`config.mk`:
```
export PLATFORM = sky130hd
export DESIGN_NAME = muu_dedup_line_packer
export DESIGN_NICKNAME = d
export VERILOG_FILES = /design/src/rtl/muu_dedup_pkg.sv /design/src/rtl/muu_dedup_pair_buf.sv /design/src/rtl/muu_dedup_line_packer.sv
export SDC_FILE = /design/constraint.sdc
export NUM_CORES = 2
export LEC_CHECK = 0
export BUFFER_PORTS_ARGS = -buffer_cell sky130_fd_sc_hd__buf_2
export CELL_PAD_IN_SITES_DETAIL_PLACEMENT = 0
export CELL_PAD_IN_SITES_GLOBAL_PLACEMENT = 1
export CORE_MARGIN = 2
export CORE_UTILIZATION = 53
export DETAILED_ROUTE_END_ITERATION = 7
export GPL_ROUTABILITY_DRIVEN = 1
export GPL_TIMING_DRIVEN = 0
export PLACE_DENSITY = 0.88
export SYNTH_ARGS = -nofsm -noshare
export SYNTH_HDL_FRONTEND = slang
export SYNTH_SLANG_ARGS = --single-unit
```
`constraint.sdc`:
```
create_clock -name clk -period 40.2 [get_ports clk]
set_input_delay 4.02 -clock clk [delete_from_list [all_inputs] [get_ports clk]]
set_output_delay 4.02 -clock clk [all_outputs]
set_load 0.02 [all_outputs]
```
`src/rtl/muu_dedup_pkg.sv`:
```
// -----------------------------------------------------------------------------
// muu_dedup_pkg
// Shared constants and types for the dedup line packer and hasher front end.
//   LANE_W  : width of one value word / line lane
//   LINE_W  : width of one packed line
//   LANES   : lanes per line
//   line_t  : one queued line, {last, data}
// -----------------------------------------------------------------------------
package muu_dedup_pkg;

    localparam int LANE_W = 64;
    localparam int LINE_W = 512;
    localparam int LANES  = 8;

    typedef struct packed {
        logic              last;
        logic [LINE_W-1:0] data;
    } line_t;

endpackage

```
`src/rtl/muu_dedup_pair_buf.sv`:
```
// -----------------------------------------------------------------------------
// muu_dedup_pair_buf
// Two-entry FIFO with an exposed occupancy count. Outputs present the head
// entry; data reads as zero and valid as low whenever the FIFO is empty or
// reset is asserted.
// Ports:
//   clk, rst      : clock, synchronous active-high reset
//   push_i        : write push_data_i (ignored when full)
//   push_data_i   : entry to enqueue
//   out_valid_o   : head entry valid
//   out_ready_i   : consumer accepts the head entry
//   out_data_o    : head entry
//   count_o       : number of stored entries, 0..2
// -----------------------------------------------------------------------------
module muu_dedup_pair_buf #(
    parameter int WIDTH = 8
) (
    input  logic             clk,
    input  logic             rst,
    input  logic             push_i,
    input  logic [WIDTH-1:0] push_data_i,
    output logic             out_valid_o,
    input  logic             out_ready_i,
    output logic [WIDTH-1:0] out_data_o,
    output logic [1:0]       count_o
);

    logic [WIDTH-1:0] mem_q [0:1];
    logic             wr_ptr_q;
    logic             rd_ptr_q;
    logic [1:0]       count_q;
    logic             do_push;
    logic             do_pop;

    assign out_valid_o = !rst && (count_q != 2'd0);
    assign out_data_o  = out_valid_o ? mem_q[rd_ptr_q] : '0;
    assign count_o     = count_q;

    assign do_pop  = out_valid_o && out_ready_i;
    assign do_push = push_i && (count_q != 2'd2);

    // NOTE: sequential state is updated with non-blocking assignments only, so
    // every flop samples pre-edge values regardless of process ordering.
    always_ff @(posedge clk) begin
        if (rst) begin
            wr_ptr_q <= 1'b0;
            rd_ptr_q <= 1'b0;
            count_q  <= 2'd0;
        end else begin
            if (do_push) wr_ptr_q <= ~wr_ptr_q;
            if (do_pop)  rd_ptr_q <= ~rd_ptr_q;
            unique case ({do_push, do_pop})
                2'b10:   count_q <= count_q + 2'd1;
                2'b01:   count_q <= count_q - 2'd1;
                default: count_q <= count_q;
            endcase
        end
    end

    // NOTE: storage is deliberately not reset; an entry is only observable
    // once count_q covers it, and the output is masked to zero otherwise.
    always_ff @(posedge clk) begin
        if (do_push) mem_q[wr_ptr_q] <= push_data_i;
    end

endmodule

```
`src/rtl/muu_dedup_line_packer.sv`:
```
// -----------------------------------------------------------------------------
// muu_dedup_line_packer
// Packs a 64-bit value-word stream into 512-bit lines for the hasher bank.
// The final line of each value is zero-padded above its last word, and a
// saturating per-value word count is emitted on a separate meta channel.
// Ports:
//   clk, rst                          : clock, synchronous active-high reset
//   in_data/in_valid/in_last/in_ready : value-word stream (1 word/cycle)
//   line_data/line_valid/line_last/line_ready : packed line output
//   meta_count/meta_valid/meta_ready  : words per completed value
// -----------------------------------------------------------------------------
module muu_dedup_line_packer
    import muu_dedup_pkg::*;
#(
    parameter int LANES    = 8,
    parameter int CNT_BITS = 16
) (
    input  logic                    clk,
    input  logic                    rst,
    input  logic [LANE_W-1:0]       in_data,
    input  logic                    in_valid,
    input  logic                    in_last,
    output logic                    in_ready,
    output logic [LANES*LANE_W-1:0] line_data,
    output logic                    line_valid,
    output logic                    line_last,
    input  logic                    line_ready,
    output logic [CNT_BITS-1:0]     meta_count,
    output logic                    meta_valid,
    input  logic                    meta_ready
);

    localparam int                  PTR_W     = $clog2(LANES);
    localparam logic [PTR_W-1:0]    LAST_LANE = PTR_W'(LANES - 1);
    localparam logic [CNT_BITS-1:0] CNT_MAX   = '1;

    // Lanes 0..LANES-2 only; the top lane always comes straight from in_data.
    logic [LANE_W-1:0]   asm_q [0:LANES-2];
    logic [PTR_W-1:0]    lane_q, lane_d;
    logic [CNT_BITS-1:0] wcnt_q, wcnt_d;
    logic [CNT_BITS-1:0] wcnt_inc;

    logic  accept;
    logic  complete;
    line_t line_push;
    line_t line_head;
    logic [1:0] line_cnt;
    logic [1:0] meta_cnt;

    // Both buffers keep a free slot whenever a word is accepted, so a
    // completing word can always push without overflow. Only registered
    // counts feed this; the downstream ready signals never do.
    assign in_ready = !rst && (line_cnt != 2'd2) && (meta_cnt != 2'd2);
    assign accept   = in_valid && in_ready;
    assign complete = accept && ((lane_q == LAST_LANE) || in_last);
    assign wcnt_inc = (wcnt_q == CNT_MAX) ? CNT_MAX : wcnt_q + 1'b1;

    // Line assembly: lanes below lane_q from the assembly register, lane_q
    // from the incoming word, everything above zero. This zero-fill is what
    // hides stale lanes left over from earlier values.
    // NOTE: every combinational output gets a default first so no path can
    // leave it unassigned and infer a latch.
    always_comb begin
        line_push      = '0;
        line_push.last = in_last;
        for (int i = 0; i < LANES - 1; i++) begin
            if (PTR_W'(i) < lane_q) line_push.data[i*LANE_W +: LANE_W] = asm_q[i];
        end
        line_push.data[lane_q*LANE_W +: LANE_W] = in_data;
    end

    // Word counter keeps running across lines of one value and clears only
    // once the value's last word has been counted.
    always_comb begin
        lane_d = lane_q;
        wcnt_d = wcnt_q;
        if (complete) begin
            lane_d = '0;
            wcnt_d = in_last ? '0 : wcnt_inc;
        end else if (accept) begin
            lane_d = lane_q + 1'b1;
            wcnt_d = wcnt_inc;
        end
    end

    always_ff @(posedge clk) begin
        if (rst) begin
            lane_q <= '0;
            wcnt_q <= '0;
        end else begin
            lane_q <= lane_d;
            wcnt_q <= wcnt_d;
        end
    end

    always_ff @(posedge clk) begin
        for (int i = 0; i < LANES - 1; i++) begin
            if (accept && !complete && (lane_q == PTR_W'(i))) asm_q[i] <= in_data;
        end
    end

    muu_dedup_pair_buf #(
        .WIDTH($bits(line_t))
    ) u_line_buf (
        .clk        (clk),
        .rst        (rst),
        .push_i     (complete),
        .push_data_i(line_push),
        .out_valid_o(line_valid),
        .out_ready_i(line_ready),
        .out_data_o (line_head),
        .count_o    (line_cnt)
    );

    muu_dedup_pair_buf #(
        .WIDTH(CNT_BITS)
    ) u_meta_buf (
        .clk        (clk),
        .rst        (rst),
        .push_i     (complete && in_last),
        .push_data_i(wcnt_inc),
        .out_valid_o(meta_valid),
        .out_ready_i(meta_ready),
        .out_data_o (meta_count),
        .count_o    (meta_cnt)
    );

    assign line_data = line_head.data;
    assign line_last = line_head.last;

endmodule

```
==> results.md <==
- Status: complete, but fails checks
- Failing checks: capacitance limit, slew limit
- Min-Delay Path Class: flip-flop to flip-flop
- I/O pins: 602
- GR Overflow Total: 0
- Max VDD drop: 0.0000417 V
- Met1 Use GR: 39.9%
- WL/cell: 26.8 um
- DRT iter0 DRCs: 4772
- Setup TNS: 0 ns
- Final wirelength: 179 mm
- Pwr Density: 46.2 nW/um2
- Vias in the first global route: 37500
- Synthesis warning total: 0
- Mapped Cells: 4245
- TritonCTS buffer count: 154
- Most Used Layer, Global Route: met2
- Drt first pass iters: 6
- Final ANT Viol Nets: 0
- Max Root-Sink Buffers: 3
- Min setup slack post-route: 29.00 ns
- Vias: 39700
- Cell Area, Synth: 61500 um2
- Share of layout cells above drive strength 1: 19.7%
- Met3 usage: 6.18%
- Async S/R FF share, synth: 0%
- Clock Sinks: 1535
- Root Driver: clkbuf_16
- Final hold vios: 0
- Max Clock Freq: 89.3 MHz
- Post-synth top area cell: edfxtp_1
- CTS H-tree depth: 4
- Clock Skews: 0.0255 ns
- Cts hold-fix bufs: 0
- Vias/cell: 5.92
- Post-cts gate resize count: 0
- Post-synthesis sequential area ratio: 74.5%
- Grt met2 use: 47.0%
- Non-Filler Instances: 6702
- Clock transition at path regs: 0.06 ns
- Rows: 124
- Worst slew margin: -10.3%
- Final nets: 5143
- Die area: 119000 um2
- Worst-Skew Late Latency: 0.76 ns
- Clock period minus worst slack: 11.20 ns
- Die height: 345 um
- DIE WIDTH: 345 um
- #FFs+latches synth: 1535
- Global-route usage over all layers: 29.5%
- Antenna violations before repair: 17
- CP arrival: 7.18 ns
- Core ar.: 115000 um2
- Worst-Margin Slew: 1.65 ns
- Post-CTS setup buffer count: 0
- RD Place Congestion: 0.849
- DP Cell Count: 6417
- Crit path kind: primary input to output port
- Layout area overhead: 17.5%
- Final slew viol count: 11
- Synth Flop Type: edfxtp_1
- Critical path peak fanout: 11
- Tot Pwr: 3.34 mW
- CP Capture Type: output port
- Net Count, Synth: 4326
- Place WS: 29.07 ns
- Max-capacitance violation count: 1
- Leak pwr: 24.9 nW
- CTS tree: yes
- Detailed placer's ending HPWL: 124 mm
- Largest net degree at the start of global routing: 69
- Data required, critical path: 36.18 ns
- Critical Path Start Type: primary input
- Period utilization: 27.9%
- Number of port buffers: 601
- DR DRC count: 0
- Distinct cells, synth: 54
- Top post-synthesis cells by area: edfxtp_1, mux2i_1, nor2_1
- Global-route wire length before repair: 250 mm
- Post-synth EDFFs: 1506
- RSZ-0062 raised after global routing: false
- Avg Synthesized Cell Area: 14.5 um2
- Post-synth top area share: 73.5%
- Initial Util: 53.6%
- # setup viols final: 0
layout make-up:
cell class / instances / area, um2
flip-flops and latches: 1535 / 45800
fillers: 8436 / 42400
multi-input cells: 2402 / 14400
clock buffers: 205 / 4150
repair buffers: 661 / 4150
well taps: 1512 / 1890
plain buffers: 297 / 1400
clock inverters: 64 / 429
inverters: 11 / 41.3
diodes: 15 / 37.5
registers in the layout, indices dropped and copies added, names as in the netlist, named ones only:
| signal | flops |
|---|---|
| asm_q | 448 |
| lane_q | 3 |
| u_line_buf.count_o | 2 |
| u_line_buf.mem_q | 1026 |
| u_line_buf.rd_ptr_q | 1 |
| u_line_buf.wr_ptr_q | 1 |
| u_meta_buf.count_o | 2 |
| u_meta_buf.mem_q | 32 |
| u_meta_buf.rd_ptr_q | 1 |
| u_meta_buf.wr_ptr_q | 1 |
| wcnt_q | 16 |
critical path, cell delays in order:
cell	delay, ns
buf_2	0.13
o21bai_1	0.12
clkbuf_1	1.00
clkbuf_2	0.76
clkbuf_1	0.63
nor2_1	0.24
buf_2	0.23
synthesized netlist by cell type, types with 4 or more instances:
library cell	count
o21ai_0	317
or3_1	4
and2_1	70
xnor2_1	14
edfxtp_1	1506
nor4_1	6
nor3_2	4
mux2i_1	531
buf_6	14
nor3_1	13
inv_1	8
clkbuf_2	11
nand3_1	394
ha_1	11
and3_1	6
buf_4	6
a311oi_1	6
o21ai_1	8
clkbuf_1	151
a22o_1	64
xor2_1	4
buf_2	101
nor2_1	554
dfxtp_1	29
a211oi_1	6
buf_1	14
and4b_1	4
a21oi_1	19
nand2_1	334
worst paths after layout:
| path | startpoint | end | slack, ns | depth (start not counted) |
|---|---|---|---|---|
| max | rst | line_data[407] | 29.00 | 7 |
| min | u_line_buf.rd_ptr_q | u_line_buf.rd_ptr_q | 0.52 | 2 |
| max reg2reg | lane_q[1] | u_line_buf.mem_q[0][358] | 35.69 | 9 |
| min reg2reg | u_line_buf.rd_ptr_q | u_line_buf.rd_ptr_q | 0.52 | 2 |
report_power, final:
| group | switching, mW | total [mW] | leakage (nW) | internal [mW] |
|---|---|---|---|---|
| clock network | 0.580 | 1.32 | 2.22 | 0.743 |
| logic | 0.165 | 0.230 | 8.45 | 0.0656 |
| registers | 0.00657 | 1.78 | 14.2 | 1.78 |
layout by cell type, fill, tap and decap left out, drive strengths merged, types with 17 or more instances in the layout:
| master | count |
|---|---|
| edfxtp | 1506 |
| buf | 796 |
| nor2 | 554 |
| mux2i | 531 |
| nand3 | 394 |
| clkbuf | 367 |
| nand2 | 334 |
| o21ai | 325 |
| and2 | 70 |
| a22o | 64 |
| clkinv | 54 |
| dfxtp | 29 |
| a21oi | 20 |
| nor3 | 17 |
per-layer routing:
layer  share of wire, %  routed length [um]
met1                 38               68200
met5              0.025                  44
met3                 11               19600
met4                4.0                7190
met2                 47               84400
cell families (layout without fill, tap and decap cells):
group / count (synthesis) / after routing / synth area share [%]
DFF: 1535 / 1535 / 74.5
and+or+nand+nor: 1409 / 1409 / 10.0
muxes: 531 / 531 / 8.64
AOI/OAI and AO/OA: 433 / 433 / 4.04
buffers and inverters: 308 / 1238 / 2.32
xor gates and xnor gates: 18 / 18 / 0.256
adders and majority gates: 11 / 11 / 0.224
other: 0 / 15 / 0
metrics by stage:
step	cell area, um2	utilization (%)	hold slack, ns
global placement	66400	57.9	0.482
finish	72300	63.0	0.522
floorplan	61500	-	0.467
global route	72200	63.0	0.573
CTS	72200	63.0	0.520
detailed placement	67600	59.0	0.501
Note: power is estimated with default switching activity, not from simulation.
